--- src/rtl/ppu_pkg.sv ---
// Shared constants and types for the ppu table write path.
package ppu_pkg;

  localparam int unsigned ADDR_W = 16;
  localparam int unsigned DATA_W = 32;
  localparam logic [ADDR_W-1:0] CTRL_ADDR = 16'hFFFF;

  typedef enum logic [0:0] {FILL, DRAIN} wq_state_t;

  typedef struct packed {
    logic [ADDR_W-1:0] address;
    logic [DATA_W-1:0] writedata;
  } wq_entry_t;

endpackage

--- src/rtl/ppu_write_queue_if.sv ---
// Avalon-MM slave write port feeding the ppu write queue.
interface ppu_write_queue_if;
  import ppu_pkg::*;

  logic              avs_chipselect;
  logic              avs_write;
  logic [ADDR_W-1:0] avs_address;
  logic [DATA_W-1:0] avs_writedata;
  logic              avs_waitrequest;

  modport master (
    output avs_chipselect, avs_write, avs_address, avs_writedata,
    input  avs_waitrequest
  );

  modport slave (
    input  avs_chipselect, avs_write, avs_address, avs_writedata,
    output avs_waitrequest
  );

endinterface

--- src/rtl/wq_fifo.sv ---
// Single-clock FIFO of address/data pairs with a registered read port.
module wq_fifo
  import ppu_pkg::*;
#(
  parameter int unsigned DEPTH      = 64,
  parameter int unsigned LOG2_DEPTH = 6
) (
  input  logic                clk,
  input  logic                reset,
  input  logic                push,
  input  wq_entry_t           push_data,
  input  logic                pop,
  output wq_entry_t           rd_data,
  output logic [LOG2_DEPTH:0] level,
  output logic                full,
  output logic                empty
);

  wq_entry_t             mem [DEPTH];
  logic [LOG2_DEPTH-1:0] wr_ptr;
  logic [LOG2_DEPTH-1:0] rd_ptr;

  // Storage array carries no reset; pointers alone define valid contents.
  always_ff @(posedge clk) begin
    if (push) mem[wr_ptr] <= push_data;
  end

  always_ff @(posedge clk or posedge reset) begin
    if (reset) begin
      wr_ptr  <= '0;
      rd_ptr  <= '0;
      level   <= '0;
      rd_data <= '0;
    end else begin
      if (push) wr_ptr <= wr_ptr + LOG2_DEPTH'(1);
      if (pop) begin
        rd_ptr  <= rd_ptr + LOG2_DEPTH'(1);
        rd_data <= mem[rd_ptr];
      end
      if (push && !pop)      level <= level + (LOG2_DEPTH+1)'(1);
      else if (pop && !push) level <= level - (LOG2_DEPTH+1)'(1);
    end
  end

  assign full  = (level == (LOG2_DEPTH+1)'(DEPTH));
  assign empty = (level == '0);

endmodule

--- src/rtl/ppu_write_queue.sv ---
// Frame-synchronous write buffer: queues CPU table writes during active video
// and replays exactly the writes held at vblank entry, one per cycle.
module ppu_write_queue
  import ppu_pkg::*;
#(
  parameter int unsigned DEPTH      = 64,
  parameter int unsigned LOG2_DEPTH = 6
) (
  input  logic                clk,
  input  logic                reset,
  ppu_write_queue_if.slave    avs,
  input  logic                vblank,
  output logic                ppu_chipselect,
  output logic                ppu_write,
  output logic [ADDR_W-1:0]   ppu_address,
  output logic [DATA_W-1:0]   ppu_writedata,
  output logic [LOG2_DEPTH:0] level,
  output logic                commit_done,
  output logic                late_commit
);

  wq_state_t           state, state_next;
  logic [LOG2_DEPTH:0] snap, snap_next;
  logic                forced, forced_next;
  logic                vblank_d;
  logic                done_next, late_next, pop;
  logic                full, empty;
  logic                bus_wr, is_ctrl, data_wr, ctrl_wr, push;
  logic                force_commit, clear_late, rise;
  wq_entry_t           push_entry, rd_entry;

  // Bus decode: control-word writes bypass the queue and never stall.
  assign bus_wr       = avs.avs_chipselect && avs.avs_write;
  assign is_ctrl      = (avs.avs_address == CTRL_ADDR);
  assign data_wr      = bus_wr && !is_ctrl;
  assign ctrl_wr      = bus_wr && is_ctrl;
  assign push         = data_wr && !full;
  assign force_commit = ctrl_wr && avs.avs_writedata[0];
  assign clear_late   = ctrl_wr && avs.avs_writedata[1];
  assign rise         = vblank && !vblank_d;
  assign push_entry   = {avs.avs_address, avs.avs_writedata};

  assign avs.avs_waitrequest = data_wr && full;

  wq_fifo #(
    .DEPTH      (DEPTH),
    .LOG2_DEPTH (LOG2_DEPTH)
  ) u_fifo (
    .clk       (clk),
    .reset     (reset),
    .push      (push),
    .push_data (push_entry),
    .pop       (pop),
    .rd_data   (rd_entry),
    .level     (level),
    .full      (full),
    .empty     (empty)
  );

  // Snapshot takes the pre-edge level, so a same-edge push waits for next frame.
  always_comb begin
    state_next  = state;
    snap_next   = snap;
    forced_next = forced;
    done_next   = 1'b0;
    late_next   = late_commit && !clear_late;
    pop         = 1'b0;
    case (state)
      FILL: begin
        if (rise || force_commit) begin
          if (level != '0) begin
            snap_next   = level;
            forced_next = force_commit;
            state_next  = DRAIN;
          end else begin
            done_next = 1'b1;
          end
        end
      end
      DRAIN: begin
        if (snap == '0) begin
          done_next   = 1'b1;
          forced_next = 1'b0;
          state_next  = FILL;
        end else if (vblank || forced) begin
          pop       = !empty;
          snap_next = snap - (LOG2_DEPTH+1)'(1);
        end else begin
          late_next   = 1'b1;
          forced_next = 1'b0;
          state_next  = FILL;
        end
      end
      default: state_next = FILL;
    endcase
  end

  always_ff @(posedge clk or posedge reset) begin
    if (reset) begin
      state       <= FILL;
      snap        <= '0;
      forced      <= 1'b0;
      vblank_d    <= 1'b0;
      commit_done <= 1'b0;
      late_commit <= 1'b0;
      ppu_write   <= 1'b0;
    end else begin
      state       <= state_next;
      snap        <= snap_next;
      forced      <= forced_next;
      vblank_d    <= vblank;
      commit_done <= done_next;
      late_commit <= late_next;
      ppu_write   <= pop;
    end
  end

  assign ppu_chipselect = ppu_write;
  assign ppu_address    = rd_entry.address;
  assign ppu_writedata  = rd_entry.writedata;

endmodule

--- src/flat_wrapper.sv ---
// flat-port wrapper written by rule: the top's interface ports become plain ports
module ppu_write_queue_flat import ppu_pkg::*;
#(
  parameter int unsigned DEPTH      = 64,
  parameter int unsigned LOG2_DEPTH = 6
)
  (clk, reset, vblank, ppu_chipselect, ppu_write, ppu_address, ppu_writedata, level, commit_done, late_commit, avs_avs_chipselect, avs_avs_write, avs_avs_address, avs_avs_writedata, avs_avs_waitrequest);
  ppu_write_queue_if avs_i ();
  input  logic clk;
  input  logic reset;
  input  logic vblank;
  output logic ppu_chipselect;
  output logic ppu_write;
  output logic [ADDR_W-1:0] ppu_address;
  output logic [DATA_W-1:0] ppu_writedata;
  output logic [LOG2_DEPTH:0] level;
  output logic commit_done;
  output logic late_commit;
  input wire logic [$bits(avs_i.avs_chipselect)-1:0] avs_avs_chipselect;
  input wire logic [$bits(avs_i.avs_write)-1:0] avs_avs_write;
  input wire logic [$bits(avs_i.avs_address)-1:0] avs_avs_address;
  input wire logic [$bits(avs_i.avs_writedata)-1:0] avs_avs_writedata;
  output wire logic [$bits(avs_i.avs_waitrequest)-1:0] avs_avs_waitrequest;
  assign avs_i.avs_chipselect = avs_avs_chipselect;
  assign avs_i.avs_write = avs_avs_write;
  assign avs_i.avs_address = avs_avs_address;
  assign avs_i.avs_writedata = avs_avs_writedata;
  assign avs_avs_waitrequest = avs_i.avs_waitrequest;
  ppu_write_queue #(.DEPTH(DEPTH), .LOG2_DEPTH(LOG2_DEPTH)) u_core (.clk(clk), .reset(reset), .avs(avs_i), .vblank(vblank), .ppu_chipselect(ppu_chipselect), .ppu_write(ppu_write), .ppu_address(ppu_address), .ppu_writedata(ppu_writedata), .level(level), .commit_done(commit_done), .late_commit(late_commit));
endmodule
--- config.mk ---
export PLATFORM = sky130hd
export DESIGN_NAME = ppu_write_queue_flat
export DESIGN_NICKNAME = d
export VERILOG_FILES = /design/src/rtl/ppu_pkg.sv /design/src/rtl/ppu_write_queue_if.sv /design/src/rtl/wq_fifo.sv /design/src/rtl/ppu_write_queue.sv /design/src/flat_wrapper.sv
export SDC_FILE = /design/constraint.sdc
export NUM_CORES = 2
export LEC_CHECK = 0
export ABC_AREA = 1
export BUFFER_PORTS_ARGS = -buffer_cell sky130_fd_sc_hd__buf_2
export CAP_MARGIN = 40
export CORE_MARGIN = 8
export CORE_UTILIZATION = 30
export DETAILED_ROUTE_END_ITERATION = 12
export PLACE_DENSITY = 0.45
export SLEW_MARGIN = 10
export SYNTH_ARGS = -nofsm -noshare
export SYNTH_HDL_FRONTEND = slang
export SYNTH_SLANG_ARGS = --single-unit
--- constraint.sdc ---
create_clock -name clk -period 9.5 [get_ports clk]
set_input_delay 0.95 -clock clk [delete_from_list [all_inputs] [get_ports clk]]
set_output_delay 0.95 -clock clk [all_outputs]
set_load 0.03 [all_outputs]
==> results.json <==
{
  "outcome": "complete, no violations",
  "post_cts_buffers": 0,
  "grt_start_max_net_pins": 162,
  "place_congestion": 0.753,
  "synth_largest_area_cell": "edfxtp_1",
  "period_share": 0.501,
  "placedCellCount": 17200,
  "worst_slew_pin_slew_ns": 1.07,
  "grt_pass1_wl_mm": 619,
  "finalSetupViolCount": 0,
  "r2r_slack_ns": 4.74,
  "worst-setup-path-type": "reg2reg",
  "clk_latency_ns": 0.94,
  "clock_skew_ns": 0.0414,
  "crit_path_max_incr_delay_ns": 0.80,
  "cap_violations": 0,
  "dp_worst_setup_slack_ns": 4.05,
  "setup_ws_ns": 4.74,
  "peakVddDrop_uv": 308,
  "grt_use_total": 0.186,
  "r2r-end": "u_core.u_fifo.mem[4][13]",
  "cts_tree": "done",
  "yosysTopAreaCellShare": 0.710,
  "report.final.slew_viol_count": 0,
  "multi_input_area_um2": 31000,
  "synth_cells": 11800,
  "ys.warnings.count": 0,
  "vias": 85600,
  "ys_top_cells_by_area": "edfxtp_1 71%, nand2_1 12%, nand3_1 4.9%",
  "drtAntennaViolNets": 0,
  "initial_utilization": 0.301,
  "viasPerCell": 4.80,
  "cts_max_level": 5,
  "leakage_nw": 55.4,
  "drt_iter0_markers": 8159,
  "path_clk_slew_ns": 0.06,
  "internal_power_mw": 26.7,
  "wl_per_cell_um": 24.6,
  "timing.rr.start": "u_core.u_fifo.level[0]",
  "syn_to_final_growth_pct": 14.6,
  "ys_ff_latch": 3152,
  "num_rows": 241,
  "die_w_um": 674,
  "first_pass_iters": 5,
  "fillers": 43100,
  "hold_violations": 0,
  "crit_chain": "nor2_1, nand3_1, nor2_1, nand2_1, nand3_1, inv_1, nand4_1, buf_8, nor2_4, buf_4",
  "combPwrFrac": 0.332,
  "core_um2": 431000,
  "synth_area_um2": 130000,
  "cp_slowest_cell": "buf_4",
  "p_seq_frac": 0.367,
  "fin_nets": 11900,
  "synth_area_per_cell_um2": 11.1,
  "cts.sinks": 3152,
  "fin_crit_ns": 4.76,
  "cts_made_buffers": 345,
  "yosysSeqAreaShare": 0.725,
  "drive_gt1_frac": 0.0797,
  "cp-end-kind": "flop",
  "p_sw_mw": 16.9,
  "synth.distinct_cells": 30,
  "final_cells": 17800,
  "critPathArrivalTime_ns": 5.29,
  "crit_fanout": 31,
  "die_h_um": 674,
  "slew_headroom": 0.289,
  "startpoint_type": "flop",
  "rsz0062_at_grt": "no",
  "pin_count": 113,
  "routed_wl_mm": 439,
  "worstPathRequired_ns": 10.03,
  "max_freq_ghz": 0.210,
  "min_path_type": "in2async",
  "clockBufferDepth": 4,
  "overflow": 0,
  "antenna_found_initial": 33,
  "grt_pass1_vias": 81500,
  "cts_root_buf": "clkbuf_16",
  "post_cts_resize_count": 0,
  "drc": 0,
  "place_area_um2": 138000,
  "syn_nets": 11800,
  "die_area_um2": 455000,
  "holdBufCountCts": 0,
  "numPortBuffers": 112,
  "r2r.worst_path.cells": 10,
  "clkPwrFrac": 0.300,
  "p_per_area_nw_per_um2": 292,
  "swShare": 0.388,
  "final_area_um2": 149000,
  "detailed_place_hpwl_mm": 236,
  "totalNegativeSetupSlack_ns": 0,
  "power_mw": 43.6,
  "seqCellArea_um2": 94300
}
## cell families after synthesis
family,after synthesis,synth area share
and+or+nand+nor,6671,0.206
buffers and inverters,1238,0.0405
xor gates and xnor gates,13,0.000876
DFF,3152,0.725
adders and majority gates,12,0.00121
AOI/OAI and AO/OA,677,0.0262
## how the worst max path moves through the flow
stage,start,to,slack [ns],cells past startpoint
2_1_floorplan,avs_avs_address[4],u_core.u_fifo.mem[15][0],2.71,7
3_3_place_gp,avs_avs_address[12],u_core.u_fifo.mem[8][3],3.25,10
3_5_place_dp,avs_avs_address[0],u_core.u_fifo.mem[32][40],4.05,11
4_1_cts,u_core.u_fifo.level[0],u_core.u_fifo.level[6],4.70,19
5_1_grt,u_core.u_fifo.level[0],u_core.u_fifo.level[6],4.55,19
6_report,u_core.u_fifo.level[0],u_core.u_fifo.mem[4][13],4.74,10
## power groups by stage
stage          combinational (mW)  clock, mW  sequential (mW)
2_1_floorplan                8.98          0             16.3
3_3_place_gp                 14.6          0             16.3
3_5_place_dp                 14.7          0             16.3
4_1_cts                      14.7       13.4             16.0
5_1_grt                      16.0       13.8             16.0
6_report                     14.5       13.1             16.0
## metrics by stage
stage / hold slack [ns] / utilization
2_1_floorplan: 0.481 / -
3_3_place_gp: 0.459 / 0.318
3_5_place_dp: 0.464 / 0.320
4_1_cts: 0.0575 / 0.345
5_1_grt: 0.103 / 0.346
6_report: 0.110 / 0.346
## critical path: cells and delay by family (launching register included)
kind / cells / cell delay (ns)
buffers and inverters: 3 / 1.62
flip-flops: 1 / 0.48
AND/OR/NAND/NOR: 7 / 2.17
## sequential cells by signal, summed over array words and instances (netlist names)
signal and cells:
u_core.vblank_d 1, u_core.state 1, u_core.u_fifo.mem 3072, u_core.forced 1, u_core.ppu_chipselect 1, u_core.u_fifo.rd_data 48
u_core.snap 7, u_core.u_fifo.rd_ptr 6, u_core.late_commit 1, u_core.u_fifo.wr_ptr 6, u_core.commit_done 1, u_core.u_fifo.level 7
## layer usage
metal,vias up,routed length (um),GRT usage
li1,39800,-,-
met1,42900,199000,0.261
met2,2290,206000,0.305
met3,575,21000,0.0202
met4,6,13300,0.0528
met5,-,46,0
## Yosys cell counts
cell         n
buf_4       53
xnor2_1      2
dfrtp_1     80
edfxtp_1  3072
fa_1         1
nor2_1    1272
ha_1        11
nor4_1       3
nand3_1   1285
nand4_1     13
clkbuf_1   367
clkinv_1     1
o22ai_1      1
buf_8        1
buf_1       81
nor3_2       1
xor2_1      11
buf_6       31
inv_2        3
o21ai_0    473
a31oi_1      4
nor3_1       4
inv_1      571
o41ai_1      1
buf_12       1
a21oi_1    197
buf_2      129
o21ai_2      1
or2_2       43
nand2_1   4050
## cell usage in the layout, fill, tap and decap left out, types with 11 or more instances in the layout
cell type	Yosys	routed
a21oi_1	197	197
buf_12	1	40
buf_16	0	29
buf_2	129	100
buf_4	53	189
bufinv_16	0	18
clkbuf_1	367	78
clkbuf_16	0	349
clkbuf_8	0	16
clkinv_1	1	83
clkinv_2	0	62
dfrtp_1	80	75
edfxtp_1	3072	3072
ha_1	11	11
inv_1	571	565
nand2_1	4050	4049
nand3_1	1285	1285
nand4_1	13	13
nor2_1	1272	1210
nor2_4	0	62
o21ai_0	473	473
or2_2	43	43
xor2_1	11	11
## layout make-up
type                       count  share of cell area
tap                         5710              0.0479
inverter                     575              0.0148
sequential                  3152               0.633
clock buffer                 443              0.0620
multi-input combinational   7373               0.208
antenna                        7            0.000118
timing repair buffer         366              0.0244
clock inverter               190              0.0103
No activity file was read; power rests on OpenSTA's default activity.
